## config.mk

```make
export PLATFORM = sky130hd
export DESIGN_NAME = power_gear_manager
export DESIGN_NICKNAME = d
export VERILOG_FILES = /design/src/rtl/car_sim_pkg.sv /design/src/rtl/key_debouncer.sv /design/src/rtl/power_gear_manager.sv
export SDC_FILE = /design/constraint.sdc
export NUM_CORES = 1
export LEC_CHECK = 0
export CAP_MARGIN = 40
export CORE_MARGIN = 2
export CORE_UTILIZATION = 33
export DETAILED_ROUTE_END_ITERATION = 10
export HOLD_SLACK_MARGIN = 0.03
export PLACE_DENSITY_LB_ADDON = 0.25
export SYNTH_ARGS = -nofsm -noshare
export SYNTH_HDL_FRONTEND = slang
export SYNTH_SLANG_ARGS = --single-unit
```

## constraint.sdc

```tcl
create_clock -name CLK -period 2.9 [get_ports CLK]
set_input_delay 0.725 -clock CLK [delete_from_list [all_inputs] [get_ports CLK]]
set_output_delay 0.725 -clock CLK [all_outputs]
set_load 0.1 [all_outputs]
```

## src/rtl/car_sim_pkg.sv

```systemverilog
// Shared encodings, default parameters and gear-acceptance rules for the
// power/gear manager slice.
package car_sim_pkg;

    typedef logic [1:0] power_state_t;
    typedef logic [3:0] gear_t;

    localparam power_state_t PS_OFF   = 2'd0;
    localparam power_state_t PS_ACC   = 2'd1;
    localparam power_state_t PS_CRANK = 2'd2;
    localparam power_state_t PS_RUN   = 2'd3;

    localparam gear_t GEAR_P = 4'd3;
    localparam gear_t GEAR_R = 4'd6;
    localparam gear_t GEAR_N = 4'd9;
    localparam gear_t GEAR_D = 4'd12;

    localparam int DEF_DEBOUNCE_TICKS = 4;
    localparam int DEF_CRANK_TICKS    = 8;
    localparam int DEF_AUTO_OFF_SEC   = 60;
    localparam int DEF_EMERG_SEC      = 3;
    localparam int DEF_SPEED_W        = 8;

    localparam int NUM_KEYS = 6;
    localparam int K_START  = 0;
    localparam int K_BRAKE  = 1;
    localparam int K_P      = 2;
    localparam int K_R      = 3;
    localparam int K_N      = 4;
    localparam int K_D      = 5;

    // Nothing is accepted while OFF; re-requesting the current gear is a silent accept.
    function automatic logic gear_request_ok(input gear_t req, input gear_t cur,
                                             input power_state_t state,
                                             input logic stopped, input logic brake);
        logic ok;
        if (state == PS_OFF) begin
            ok = 1'b0;
        end else if (req == cur) begin
            ok = 1'b1;
        end else begin
            case (req)
                GEAR_P:  ok = stopped;
                GEAR_R:  ok = stopped & brake;
                GEAR_N:  ok = 1'b1;
                GEAR_D:  ok = ((cur == GEAR_P) || (cur == GEAR_R)) ? brake : 1'b1;
                default: ok = 1'b0;
            endcase
        end
        return ok;
    endfunction

endpackage

```

## src/rtl/key_debouncer.sv

```systemverilog
// Tick-sampled key debouncer: the level flips after DEBOUNCE_TICKS consecutive
// differing samples, with a one-CLK rise pulse registered alongside it.
module key_debouncer
    import car_sim_pkg::*;
#(
    parameter int DEBOUNCE_TICKS = DEF_DEBOUNCE_TICKS
) (
    input  logic CLK,
    input  logic global_safe_rst,
    input  logic tick_spd,
    input  logic key_raw,
    output logic level,
    output logic rise
);

    localparam int CW = $clog2(DEBOUNCE_TICKS + 1);
    localparam logic [CW-1:0] CNT_LAST = CW'(DEBOUNCE_TICKS - 1);

    logic [CW-1:0] cnt_r;
    logic          level_r;
    logic          rise_r;

    // Count differing samples; any agreeing sample restarts the run.
    always_ff @(posedge CLK or posedge global_safe_rst) begin
        if (global_safe_rst) begin
            cnt_r   <= '0;
            level_r <= 1'b0;
            rise_r  <= 1'b0;
        end else begin
            rise_r <= 1'b0;
            if (tick_spd) begin
                if (key_raw != level_r) begin
                    if (cnt_r >= CNT_LAST) begin
                        level_r <= key_raw;
                        rise_r  <= key_raw;
                        cnt_r   <= '0;
                    end else begin
                        cnt_r <= cnt_r + 1'b1;
                    end
                end else begin
                    cnt_r <= '0;
                end
            end
        end
    end

    assign level = level_r;
    assign rise  = rise_r;

endmodule

```

## src/rtl/power_gear_manager.sv

```systemverilog
// Ignition power-state machine (OFF/ACC/CRANK/RUN) and gear selector driven
// by debounced key events; every output comes straight from a flop.
module power_gear_manager
    import car_sim_pkg::*;
#(
    parameter int DEBOUNCE_TICKS = DEF_DEBOUNCE_TICKS,
    parameter int CRANK_TICKS    = DEF_CRANK_TICKS,
    parameter int AUTO_OFF_SEC   = DEF_AUTO_OFF_SEC,
    parameter int EMERG_SEC      = DEF_EMERG_SEC,
    parameter int SPEED_W        = DEF_SPEED_W
) (
    input  logic               CLK,
    input  logic               global_safe_rst,
    input  logic               tick_spd,
    input  logic               tick_1s,
    input  logic               key_start,
    input  logic               key_brake,
    input  logic               key_p,
    input  logic               key_r,
    input  logic               key_n,
    input  logic               key_d,
    input  logic [SPEED_W-1:0] speed,
    output logic [1:0]         power_state,
    output logic               engine_on,
    output logic               acc_on,
    output logic               crank_active,
    output logic [3:0]         gear,
    output logic               gear_reject
);

    localparam int ACC_W = $clog2(AUTO_OFF_SEC + 2);
    localparam int CRK_W = $clog2(CRANK_TICKS + 2);
    localparam int EMG_W = $clog2(EMERG_SEC + 2);
    localparam logic [ACC_W-1:0] ACC_LAST   = ACC_W'(AUTO_OFF_SEC - 1);
    localparam logic [CRK_W-1:0] CRANK_LAST = CRK_W'(CRANK_TICKS - 1);
    localparam logic [EMG_W-1:0] EMERG_LAST = EMG_W'(EMERG_SEC - 1);

    logic [NUM_KEYS-1:0] raw_s;
    logic [NUM_KEYS-1:0] lvl_s;
    logic [NUM_KEYS-1:0] rise_s;
    logic                unused_s;

    power_state_t     state_r, state_nxt_s;
    gear_t            gear_r, gear_eval_s, gear_nxt_s, req_gear_s;
    logic             reject_r, reject_nxt_s, req_valid_s;
    logic             engine_on_r, acc_on_r, crank_active_r;
    logic [ACC_W-1:0] acc_cnt_r, acc_cnt_nxt_s;
    logic [CRK_W-1:0] crank_cnt_r, crank_cnt_nxt_s;
    logic [EMG_W-1:0] emerg_cnt_r, emerg_cnt_nxt_s;
    logic             start_evt_s, start_lvl_s, brake_lvl_s;
    logic             stopped_s, can_crank_s, entering_s, off_entry_s;

    assign raw_s = {key_d, key_n, key_r, key_p, key_brake, key_start};

    for (genvar i = 0; i < NUM_KEYS; i++) begin : g_key
        key_debouncer #(.DEBOUNCE_TICKS(DEBOUNCE_TICKS)) u_deb (
            .CLK             (CLK),
            .global_safe_rst (global_safe_rst),
            .tick_spd        (tick_spd),
            .key_raw         (raw_s[i]),
            .level           (lvl_s[i]),
            .rise            (rise_s[i])
        );
    end

    assign unused_s    = ^{lvl_s[K_D:K_P], rise_s[K_BRAKE]};
    assign start_evt_s = rise_s[K_START];
    assign start_lvl_s = lvl_s[K_START];
    assign brake_lvl_s = lvl_s[K_BRAKE];
    assign stopped_s   = (speed == '0);
    assign can_crank_s = brake_lvl_s && (gear_r == GEAR_P);
    assign entering_s  = (state_nxt_s != state_r);
    assign off_entry_s = (state_nxt_s == PS_OFF) && (state_r != PS_OFF);

    // Next power state and per-state timers; timers are cleared on any state change.
    always_comb begin
        state_nxt_s     = state_r;
        acc_cnt_nxt_s   = acc_cnt_r;
        crank_cnt_nxt_s = crank_cnt_r;
        emerg_cnt_nxt_s = emerg_cnt_r;
        case (state_r)
            PS_OFF: begin
                if (start_evt_s) begin
                    state_nxt_s = can_crank_s ? PS_CRANK : PS_ACC;
                end else begin
                    state_nxt_s = PS_OFF;
                end
            end
            PS_ACC: begin
                if (start_evt_s) begin
                    state_nxt_s = can_crank_s ? PS_CRANK : PS_OFF;
                end else if ((AUTO_OFF_SEC > 0) && tick_1s) begin
                    if (acc_cnt_r >= ACC_LAST) begin
                        state_nxt_s = PS_OFF;
                    end else begin
                        acc_cnt_nxt_s = acc_cnt_r + 1'b1;
                    end
                end else begin
                    acc_cnt_nxt_s = acc_cnt_r;
                end
            end
            PS_CRANK: begin
                if (!brake_lvl_s) begin
                    state_nxt_s = PS_ACC;
                end else if (tick_spd) begin
                    if (crank_cnt_r >= CRANK_LAST) begin
                        state_nxt_s = PS_RUN;
                    end else begin
                        crank_cnt_nxt_s = crank_cnt_r + 1'b1;
                    end
                end else begin
                    crank_cnt_nxt_s = crank_cnt_r;
                end
            end
            PS_RUN: begin
                if (start_evt_s && stopped_s) begin
                    state_nxt_s = PS_OFF;
                end else if (start_lvl_s && !stopped_s) begin
                    if (tick_1s) begin
                        if (emerg_cnt_r >= EMERG_LAST) begin
                            state_nxt_s = PS_OFF;
                        end else begin
                            emerg_cnt_nxt_s = emerg_cnt_r + 1'b1;
                        end
                    end else begin
                        emerg_cnt_nxt_s = emerg_cnt_r;
                    end
                end else begin
                    emerg_cnt_nxt_s = '0;
                end
            end
            default: state_nxt_s = PS_OFF;
        endcase
    end

    // Highest-priority gear edge this CLK, judged against the pre-transition state.
    always_comb begin
        req_valid_s  = 1'b1;
        req_gear_s   = gear_r;
        gear_eval_s  = gear_r;
        reject_nxt_s = 1'b0;
        if (rise_s[K_P]) begin
            req_gear_s = GEAR_P;
        end else if (rise_s[K_R]) begin
            req_gear_s = GEAR_R;
        end else if (rise_s[K_N]) begin
            req_gear_s = GEAR_N;
        end else if (rise_s[K_D]) begin
            req_gear_s = GEAR_D;
        end else begin
            req_valid_s = 1'b0;
        end
        if (req_valid_s) begin
            if (gear_request_ok(req_gear_s, gear_r, state_r, stopped_s, brake_lvl_s)) begin
                gear_eval_s = req_gear_s;
            end else begin
                reject_nxt_s = 1'b1;
            end
        end else begin
            gear_eval_s = gear_r;
        end
    end

    assign gear_nxt_s = off_entry_s ? GEAR_P : gear_eval_s;

    // State, gear and decoded outputs, all registered.
    always_ff @(posedge CLK or posedge global_safe_rst) begin
        if (global_safe_rst) begin
            state_r        <= PS_OFF;
            gear_r         <= GEAR_P;
            reject_r       <= 1'b0;
            engine_on_r    <= 1'b0;
            acc_on_r       <= 1'b0;
            crank_active_r <= 1'b0;
            acc_cnt_r      <= '0;
            crank_cnt_r    <= '0;
            emerg_cnt_r    <= '0;
        end else begin
            state_r        <= state_nxt_s;
            gear_r         <= gear_nxt_s;
            reject_r       <= reject_nxt_s;
            engine_on_r    <= (state_nxt_s == PS_RUN);
            acc_on_r       <= (state_nxt_s != PS_OFF);
            crank_active_r <= (state_nxt_s == PS_CRANK);
            acc_cnt_r      <= entering_s ? '0 : acc_cnt_nxt_s;
            crank_cnt_r    <= entering_s ? '0 : crank_cnt_nxt_s;
            emerg_cnt_r    <= entering_s ? '0 : emerg_cnt_nxt_s;
        end
    end

    assign power_state  = state_r;
    assign gear         = gear_r;
    assign gear_reject  = reject_r;
    assign engine_on    = engine_on_r;
    assign acc_on       = acc_on_r;
    assign crank_active = crank_active_r;

endmodule

```

==> results of run 1 <==
cells by family after synthesis:
group	after synthesis	synth area share
adder cells (fa/ha/maj)	16	0.0707
AO/OA/AOI/OAI	60	0.159
AND/OR/NAND/NOR	81	0.168
XOR/XNOR	13	0.0402
buffers and inverters	34	0.0486
multiplexers	14	0.0530
flip-flops	52	0.460
layer usage:
layer	track usage	part of all wire	wire, um
met1	0.154	0.48	2540
met2	0.201	0.48	2570
met3	0.0253	0.024	130
met4	0.0455	0.016	84
met5	0	0	0
per-stage QoR:
stage | total power [mW] | setup slack, ns | hold slack (ns)
2_1_floorplan | 2.30 | 0.366 | 0.444
3_3_place_gp | 2.58 | 0.0573 | 0.463
3_5_place_dp | 2.61 | 0.0565 | 0.469
4_1_cts | 3.06 | 0.395 | 0.486
5_1_grt | 3.26 | 0.273 | 0.502
6_report | 3.01 | 0.402 | 0.483
area by class of cell:
| type | instances | area [um^2] | share of cell area |
|---|---|---|---|
| flip-flops and latches | 52 | 1300 | 0.392 |
| clock buffers | 5 | 68.8 | 0.0207 |
| multi-input cells | 184 | 1390 | 0.419 |
| repair buffers | 35 | 305 | 0.0918 |
| clock inverters | 3 | 26.3 | 0.00790 |
| well taps | 105 | 131 | 0.0395 |
| inverters | 26 | 97.6 | 0.0294 |
sequential cells by signal (all words and copies together), names as in the netlist:
signal / flops
power_state: 2
gear: 4
g_key.u_deb.level: 6
engine_on: 1
gear_reject: 1
g_key.u_deb.cnt_r: 18
acc_on: 1
crank_active: 1
crank_cnt_r: 4
acc_cnt_r: 6
emerg_cnt_r: 3
g_key.u_deb.rise: 5
power by group:
part           total, mW  switching [mW]  internal (mW)
Combinational       1.38           0.824          0.559
Sequential          1.19           0.239          0.955
Clock              0.437           0.259          0.178
Total               3.01            1.32           1.69
critical path, cell delays in order:
cell and delay, ns:
clkdlybuf4s50_1 0.41, or4_4 0.55, o32ai_2 0.28, o31ai_1 0.15
or3_4 0.35, a21oi_1 0.15, o2bb2ai_1 0.08
how the worst max path moves through the flow:
stage	end	slack, ns	depth (start not counted)	start
floorplan	gear[1]	0.37	7	gear[2]
detailed placement	gear[2]	0.06	7	speed[5]
finish	gear[2]	0.40	7	speed[5]
global placement	gear[2]	0.06	7	speed[5]
global route	acc_cnt_r[5]	0.27	7	speed[5]
CTS	gear[2]	0.39	7	speed[5]
layout by cell type (no fill, tap or decap), types with 6 or more instances in the layout:
cell	count
inv_1	25
nand2b_1	6
a211oi_1	6
nor3_1	6
nor3b_1	7
mux2i_1	6
nor2b_1	6
clkdlybuf4s50_1	17
ha_1	16
o22ai_1	13
buf_4	18
dfrtp_1	50
mux2_2	8
nand2_1	13
a21oi_1	12
nor2_1	16
xnor2_1	8
==> impl_results.md, run 1 <==
* Avg Cell Area, Syn at ~10 um^2
* HPWL Detailed at 3980 um
* Residual DRC at 0
* Count leader, synth: dfrtp_1
* Clock tree buffer depth at 2
* Final cell count without fillers at slightly above 400
* DIE AREA at approximately 0.0093 mm^2
* Share of cells above drive strength 1 at 0.167
* Reg2reg start: gear[2]
* Crit end category: register
* Yosys warnings at 0
* Final Util at 0.403
* CP Launch Type: input pin
* DR pass1 iterations at 4
* Routed WL at roughly 5300 um
* Placed cell area at approximately 0.0032 mm^2
* Post-synth top area cell: dfrtp_1
* Max Fanout on Critical Path at 2
* Die height at ~97 um
* Chip width at between 90 and 100 um
* Row count at 33
* Unique masters post-synth at 57
* Largest net degree at the start of global routing at 53
* Cell total after placement at approximately 400
* Tot GR Track Use at 0.120
* Synth top cells by count: dfrtp_1 (50), inv_1 (26), ha_1 (16), nor2_1 (16)
* Post-synth EDFFs at 0
* Vias/cell at between 5 and 6
* H-tree depth at 2
* First-pass GRT wire length at about 9300 um
* CP Class: input pin to register
* Ys async rst share at 1.00
* CTS sink count at 52
* Slew Limit Fails at 0
* Initial antenna violation count at 0
* 1st-iter DRT viols at 48
* Post-Layout Inst Area at approximately 0.0033 mm^2
* Sink of the worst hold path: g_key[3].u_deb.rise
* Max-Cap Viols at 0
* Final nets at 338
* R2R setup slack at 0.82 ns
* Worst rel slew slack at 0.572
* Root buf cell: clkbuf_8
* PwrDens at roughly 900 mW/mm^2
* Highest ir drop seen on vdd at approximately 350 uV
* Seq/Total Area, Yosys at 0.460
* Synth Flop Type: dfrtp_1
* Seq cells post-synth at 52
* Mapped cell area at 0.00283 mm^2
* Clk_lat worst skew at 0.31 ns
* CTS Hold Bufs at 0
* Hold path start: g_key[3].u_deb.level
* Min-Delay Path Class: register to register
* GPL Wtd Cong at between 0.7 and 0.8
* CTS tree: yes
* Fin crit share at 0.862
* Final hold violation count at 0
* Hold-critical path depth at 1
* FMAX at between 400 and 500 MHz
* Final min period at approximately 2.5 ns
* Port bufs at 27
* Final ANT Viol Nets at 0
* Critical Path AT at 2.70 ns
* Slew @ Worst Pin at ~0.64 ns
* CTS clk-pin slew, worst paths at ~0.1 ns
* Post-CTS Setup Inserts at 0
* Worst r2r dst: gear[1]
* PostCTS Resize Cnt at 0
* Initial Util at 0.343
* Setup violators final at 0
* Synth Instances at 270
* N_diodes at 0
* Number of fill cells in the layout at 844
* Yosys top cell area share at 0.442
* Reg2reg path depth at 6
* Grt ovf at 0
* Post-route clock skew at approximately 0.0053 ns
* Synth area leaders: dfrtp_1 (44%), ha_1 (7.1%), inv_1 (3.4%)
* WL/cell at 13.0 um
* Total CTS buffers at 5
* Status: finished, final reports clean
* Net count after synthesis at 304
* Via count at 2079
* Critical path data required time at 3.10 ns
* IO Pins at 28
* Area Overhead vs Synth at 17.4%
* LEAKAGE at 1.48 nW
* Vias in the first global route at 2050
* Area of the core at 0.00826 mm^2
* Unrepaired setup endpoints after global routing: false
* Setup TNS at 0 ns
Power figures use the tool's default switching activity.
==> run 2: changes to the inputs <==
--- a/config.mk
+++ b/config.mk
@@ -6,11 +6,11 @@
 export NUM_CORES = 1
 export LEC_CHECK = 0
 export CAP_MARGIN = 40
-export CORE_MARGIN = 2
 export CORE_UTILIZATION = 33
 export DETAILED_ROUTE_END_ITERATION = 10
 export HOLD_SLACK_MARGIN = 0.03
 export PLACE_DENSITY_LB_ADDON = 0.25
+export SLEW_MARGIN = 20
 export SYNTH_ARGS = -nofsm -noshare
 export SYNTH_HDL_FRONTEND = slang
 export SYNTH_SLANG_ARGS = --single-unit
==> impl_results.md, run 2 (synthesis gave the netlist of run 1 again) <==
* Placed cell area at 0.00324 mm^2 (+0.39%)
* 1st-iter DRT viols at 54 (+13%)
* Max Fanout on Critical Path at 2 (unchanged)
* DR pass1 iterations at 4 (unchanged)
* Critical path origin: speed[5]
* Commonest non-fill, non-tap cell in the layout: dfrtp_1
* Fin crit share at 0.867 (+0.00597)
* Max reg flops at 18 (unchanged)
* CTS tree: yes
* N_diodes at 0 (unchanged)
* PostCTS Resize Cnt at 0 (unchanged)
* Final cell count without fillers at 410 (unchanged)
* Most frequent cells in the layout: dfrtp_1 (50), inv_1 (25), clkdlybuf4s50_1 (17), buf_4 (17)
* Routed WL at 5450 um (+2.5%)
* Die height at 94.7 um (-2.1%)
* Slew Limit Fails at 0 (unchanged)
* WL/cell at 13.3 um (+2.5%)
* First-pass GRT wire length at 9550 um (+2.2%)
* Worst rel slew slack at 0.618 (+0.0455)
* Clock tree buffer depth at 2 (unchanged)
* Slew @ Worst Pin at 0.574 ns (-0.0682 ns)
* CTS Hold Bufs at 0 (unchanged)
* Final nets at 338 (unchanged)
* Min-Delay Path Class: register to register
* CTS clk-pin slew, worst paths at 0.10 ns (about the same)
* Post-route clock skew at 0.0171 ns (+0.0118 ns)
* Highest ir drop seen on vdd at 338 uV (-2.2%)
* Area Overhead vs Synth at 18.7%
* Total CTS buffers at 5 (unchanged)
* Reg2reg start: gear[2]
* Tot GR Track Use at 0.136 (+0.0158)
* Chip width at 94.7 um (-2.1%)
* H-tree depth at 2 (unchanged)
* Final Util at 0.407 (+0.00470)
* Largest net degree at the start of global routing at 32 (-40%)
* Critical Path AT at 2.71 ns (about the same)
* Setup TNS at 0 ns (unchanged)
* Port bufs at 27 (unchanged)
* CTS sink count at 52 (unchanged)
* DIE AREA at 0.00896 mm^2 (-4.1%)
* Area of the core at 0.00826 mm^2 (unchanged)
* Final hold violation count at 0 (unchanged)
* CP Class: input pin to register
* Initial Util at 0.343 (unchanged)
* Post-CTS Setup Inserts at 0 (unchanged)
* Root buf cell: clkbuf_8
* IO Pins at 28 (unchanged)
* Final Hold Slack at 0.477 ns (-0.00634 ns)
* Clk_lat worst skew at 0.31 ns (about the same)
* Critical path data required time at 3.09 ns (about the same)
* HPWL Detailed at 4060 um (+2.0%)
* GPL Wtd Cong at 0.790 (+2.1%)
* Post-Layout Inst Area at 0.00336 mm^2 (+1.2%)
* Vias in the first global route at 2079 (+1.4%)
* Largest Register: g_key.u_deb.cnt_r
* Grt ovf at 0 (unchanged)
* Crit end category: register
* Final ANT Viol Nets at 0 (unchanged)
* LEAKAGE at 1.49 nW (+1.2%)
* Initial antenna violation count at 0 (unchanged)
* Cell total after placement at 402 (unchanged)
* CP Launch Type: input pin
* Max-Cap Viols at 0 (unchanged)
* Vias/cell at 5.12 (+0.96%)
* PwrDens at 931 mW/mm^2 (+2.7%)
* Setup violators final at 0 (unchanged)
* Hold path start: g_key[2].u_deb.level
* Via count at 2099 (+0.96%)
* FMAX at 398 MHz (-0.69%)
* Residual DRC at 0 (unchanged)
* Row count at 33 (unchanged)
* Unrepaired setup endpoints after global routing: false
* Final min period at 2.52 ns (+0.0173 ns)
* Status: finished, final reports clean
* Share of cells above drive strength 1 at 0.167 (unchanged)
==> run 2: cell count changes in the layout (fill, tap and decap cells not counted), sizes merged <==
cell | before | now
inv | 28 | 26
clkbuf | 5 | 6
bufinv | 0 | 1
==> run 2: area by class of cell <==
| type | instances | area [um^2] |
|---|---|---|
| fill | 833 | 4890 |
| multi-input combinational | 184 | 1390 |
| sequential | 52 | 1300 |
| timing repair buffer | 35 | 318 |
| tap | 105 | 131 |
| inverter | 26 | 97.6 |
| clock buffer | 6 | 82.6 |
| clock inverter | 2 | 38.8 |
==> run 2: layer usage <==
metal | GRT usage | wire [um]
met1 | 0.171 | 2590
met4 | 0.0341 | 57
met5 | 0 | 0
met3 | 0.0290 | 157
met2 | 0.237 | 2650
==> run 2: worst max-delay path, stage by stage <==
cell,delay (ns)
clkdlybuf4s50_1,0.42
or4_4,0.54
o32ai_2,0.29
o31ai_1,0.14
or3_4,0.35
a21oi_1,0.15
o2bb2ai_1,0.08
==> run 2: where the power goes <==
group	switching (mW)	internal (mW)
Combinational	0.826	0.566
Sequential	0.247	0.955
Clock	0.253	0.283
==> run 2: stage by stage <==
| step | setup WS, ns | power (mW) |
|---|---|---|
| finish | 0.384 | 3.13 |
| global route | 0.243 | 3.38 |
| floorplan | 0.366 | 2.30 |
| detailed placement | 0.0414 | 2.62 |
| CTS | 0.384 | 3.16 |
| global placement | 0.0527 | 2.59 |
==> run 2: final timing paths <==
path / slack, ns / end / depth (start not counted)
worst min-delay path: 0.48 / g_key[2].u_deb.rise / 1
worst max-delay path: 0.38 / gear[2] / 7
max in group asynchronous: 1.62 / g_key[0].u_deb.cnt_r[1] / 3
min in group asynchronous: 0.74 / power_state[0] / 2
worst min register to register: 0.48 / g_key[2].u_deb.rise / 1
worst max register to register: 0.85 / gear[1] / 6
==> run 3: changes to the inputs <==
--- a/config.mk
+++ b/config.mk
@@ -6,7 +6,7 @@
 export NUM_CORES = 1
 export LEC_CHECK = 0
 export CAP_MARGIN = 40
-export CORE_UTILIZATION = 33
+export CORE_UTILIZATION = 40
 export DETAILED_ROUTE_END_ITERATION = 10
 export HOLD_SLACK_MARGIN = 0.03
 export PLACE_DENSITY_LB_ADDON = 0.25
==> impl_results.md, run 3 (synthesis gave the netlist of run 1 again) <==
* Via count at 2072 (-1.3%)
* Most frequent cells in the layout: dfrtp_1 (50), inv_1 (25), clkdlybuf4s50_1 (17), buf_4 (17)
* Max-Cap Viols at 0 (unchanged)
* CTS clk-pin slew, worst paths at 0.09 ns (about the same)
* Tot GR Track Use at 0.150 (+0.0142)
* N_diodes at 0 (unchanged)
* Die height at 86.2 um (-9.0%)
* Worst r2r dst: gear[1]
* Max reg flops at 18 (unchanged)
* DIE AREA at 0.00742 mm^2 (-17%)
* Critical Path AT at 2.71 ns (about the same)
* Commonest non-fill, non-tap cell in the layout: dfrtp_1
* PostCTS Resize Cnt at 0 (unchanged)
* First-pass GRT wire length at 8790 um (-7.9%)
* Highest ir drop seen on vdd at 361 uV (+6.9%)
* Total CTS buffers at 5 (unchanged)
* Row count at 30 (-9.1%)
* Worst rel slew slack at 0.565 (-0.0523)
* Min-Delay Path Class: register to register
* Hold-critical path depth at 1 (unchanged)
* Initial antenna violation count at 0 (unchanged)
* Area of the core at 0.00683 mm^2 (-17%)
* Critical path data required time at 3.13 ns (+0.04 ns)
* Final cell count without fillers at 400 (-2.4%)
* Final hold violation count at 0 (unchanged)
* Share of cells above drive strength 1 at 0.164 (-0.00274)
* Final ANT Viol Nets at 0 (unchanged)
* CTS tree: yes
* FMAX at 403 MHz (+1.3%)
* Fin crit share at 0.856 (-0.0114)
* Reg2reg path depth at 6 (unchanged)
* PwrDens at 906 mW/mm^2 (-2.6%)
* Crit end category: register
* Reg2reg start: gear[2]
* Chip width at 86.2 um (-9.0%)
* Largest net degree at the start of global routing at 53 (+66%)
* Status: finished, final reports clean
* Final min period at 2.48 ns (-0.0331 ns)
* Vias in the first global route at 1973 (-5.1%)
* Root buf cell: clkbuf_8
* Residual DRC at 0 (unchanged)
* 1st-iter DRT viols at 145 (+170%)
* Area Overhead vs Synth at 16.6%
* WL/cell at 12.6 um (-5.5%)
* Post-route clock skew at 0.00426 ns (-0.0129 ns)
* Initial Util at 0.415 (+0.0716)
* Port bufs at 27 (unchanged)
* Setup violators final at 0 (unchanged)
* CTS Hold Bufs at 0 (unchanged)
* Post-CTS Setup Inserts at 0 (unchanged)
* GPL Wtd Cong at 0.838 (+6.1%)
* HPWL Detailed at 3740 um (-8.0%)
* Unrepaired setup endpoints after global routing: false
* Power Total at 2.99 mW (-4.4%)
* Vias/cell at 5.18 (+1.2%)
* Final nets at 337 (-0.30%)
* Slew @ Worst Pin at 0.652 ns (+0.0784 ns)
* Hold path start: g_key[4].u_deb.level
* Final Util at 0.484 (+0.0762)
* Largest Register: g_key.u_deb.cnt_r
* Sink of the worst hold path: g_key[4].u_deb.rise
* Clk_lat worst skew at 0.30 ns (about the same)
* CTS sink count at 52 (unchanged)
* Routed WL at 5020 um (-7.8%)
* LEAKAGE at 1.47 nW (-1.3%)
* Grt ovf at 0 (unchanged)
* Clock tree buffer depth at 2 (unchanged)
* CP Class: input pin to register
* CP Launch Type: input pin
* Slew Limit Fails at 0 (unchanged)
* Cell total after placement at 392 (-2.5%)
* R2R setup slack at 0.82 ns (-0.03 ns)
* IO Pins at 28 (unchanged)
* H-tree depth at 2 (unchanged)
* DR pass1 iterations at 4 (unchanged)
* Setup TNS at 0 ns (unchanged)
* Max Fanout on Critical Path at 5 (+3)
run 3: metal layers:
| layer | global-route usage | part of all wire |
|---|---|---|
| met1 | 0.192 | 0.47 |
| met2 | 0.252 | 0.49 |
| met3 | 0.0404 | 0.036 |
| met4 | 0.0409 | 0.0086 |
| met5 | 0 | 0 |
run 3: area by class of cell:
cell class,instances,area (um^2)
Inverter,26,97.6
Timing Repair Buffer,34,298
Sequential cell,52,1300
Fill cell,670,3530
Clock buffer,6,82.6
Clock inverter,2,10.0
Tap cell,96,120
Multi-Input combinational cell,184,1390
run 3: critical path, cell delays in order:
cell             delay, ns
clkdlybuf4s50_1       0.42
or4_4                 0.55
o21ai_0               0.26
and2_1                0.26
a211o_2               0.17
nor2_1                0.06
a221o_1               0.28
run 3: worst max path at each step:
stage,from,endpoint,slack [ns],depth (start not counted)
after floorplan,gear[2],gear[1],0.37,7
final,speed[5],gear[1],0.42,7
after CTS,speed[5],gear[1],0.41,7
after detailed placement,speed[5],gear[1],0.08,7
after global routing,speed[5],gear[3],0.34,7
after global placement,speed[5],gear[1],0.1,7
run 3: where the power goes:
group          internal (mW)  switching (mW)
registers              0.956           0.242
logic                  0.566           0.809
clock network          0.191           0.230
total                   1.71            1.28
run 3: stage by stage:
stage          hold slack (ns)  cell area (um^2)  worst slack (ns)
6_report                 0.476              3300             0.417
5_1_grt                  0.494              3300             0.337
4_1_cts                  0.476              3300             0.405
3_5_place_dp             0.462              3210            0.0826
3_3_place_gp             0.452              3210            0.0985
2_1_floorplan            0.444              2830             0.366
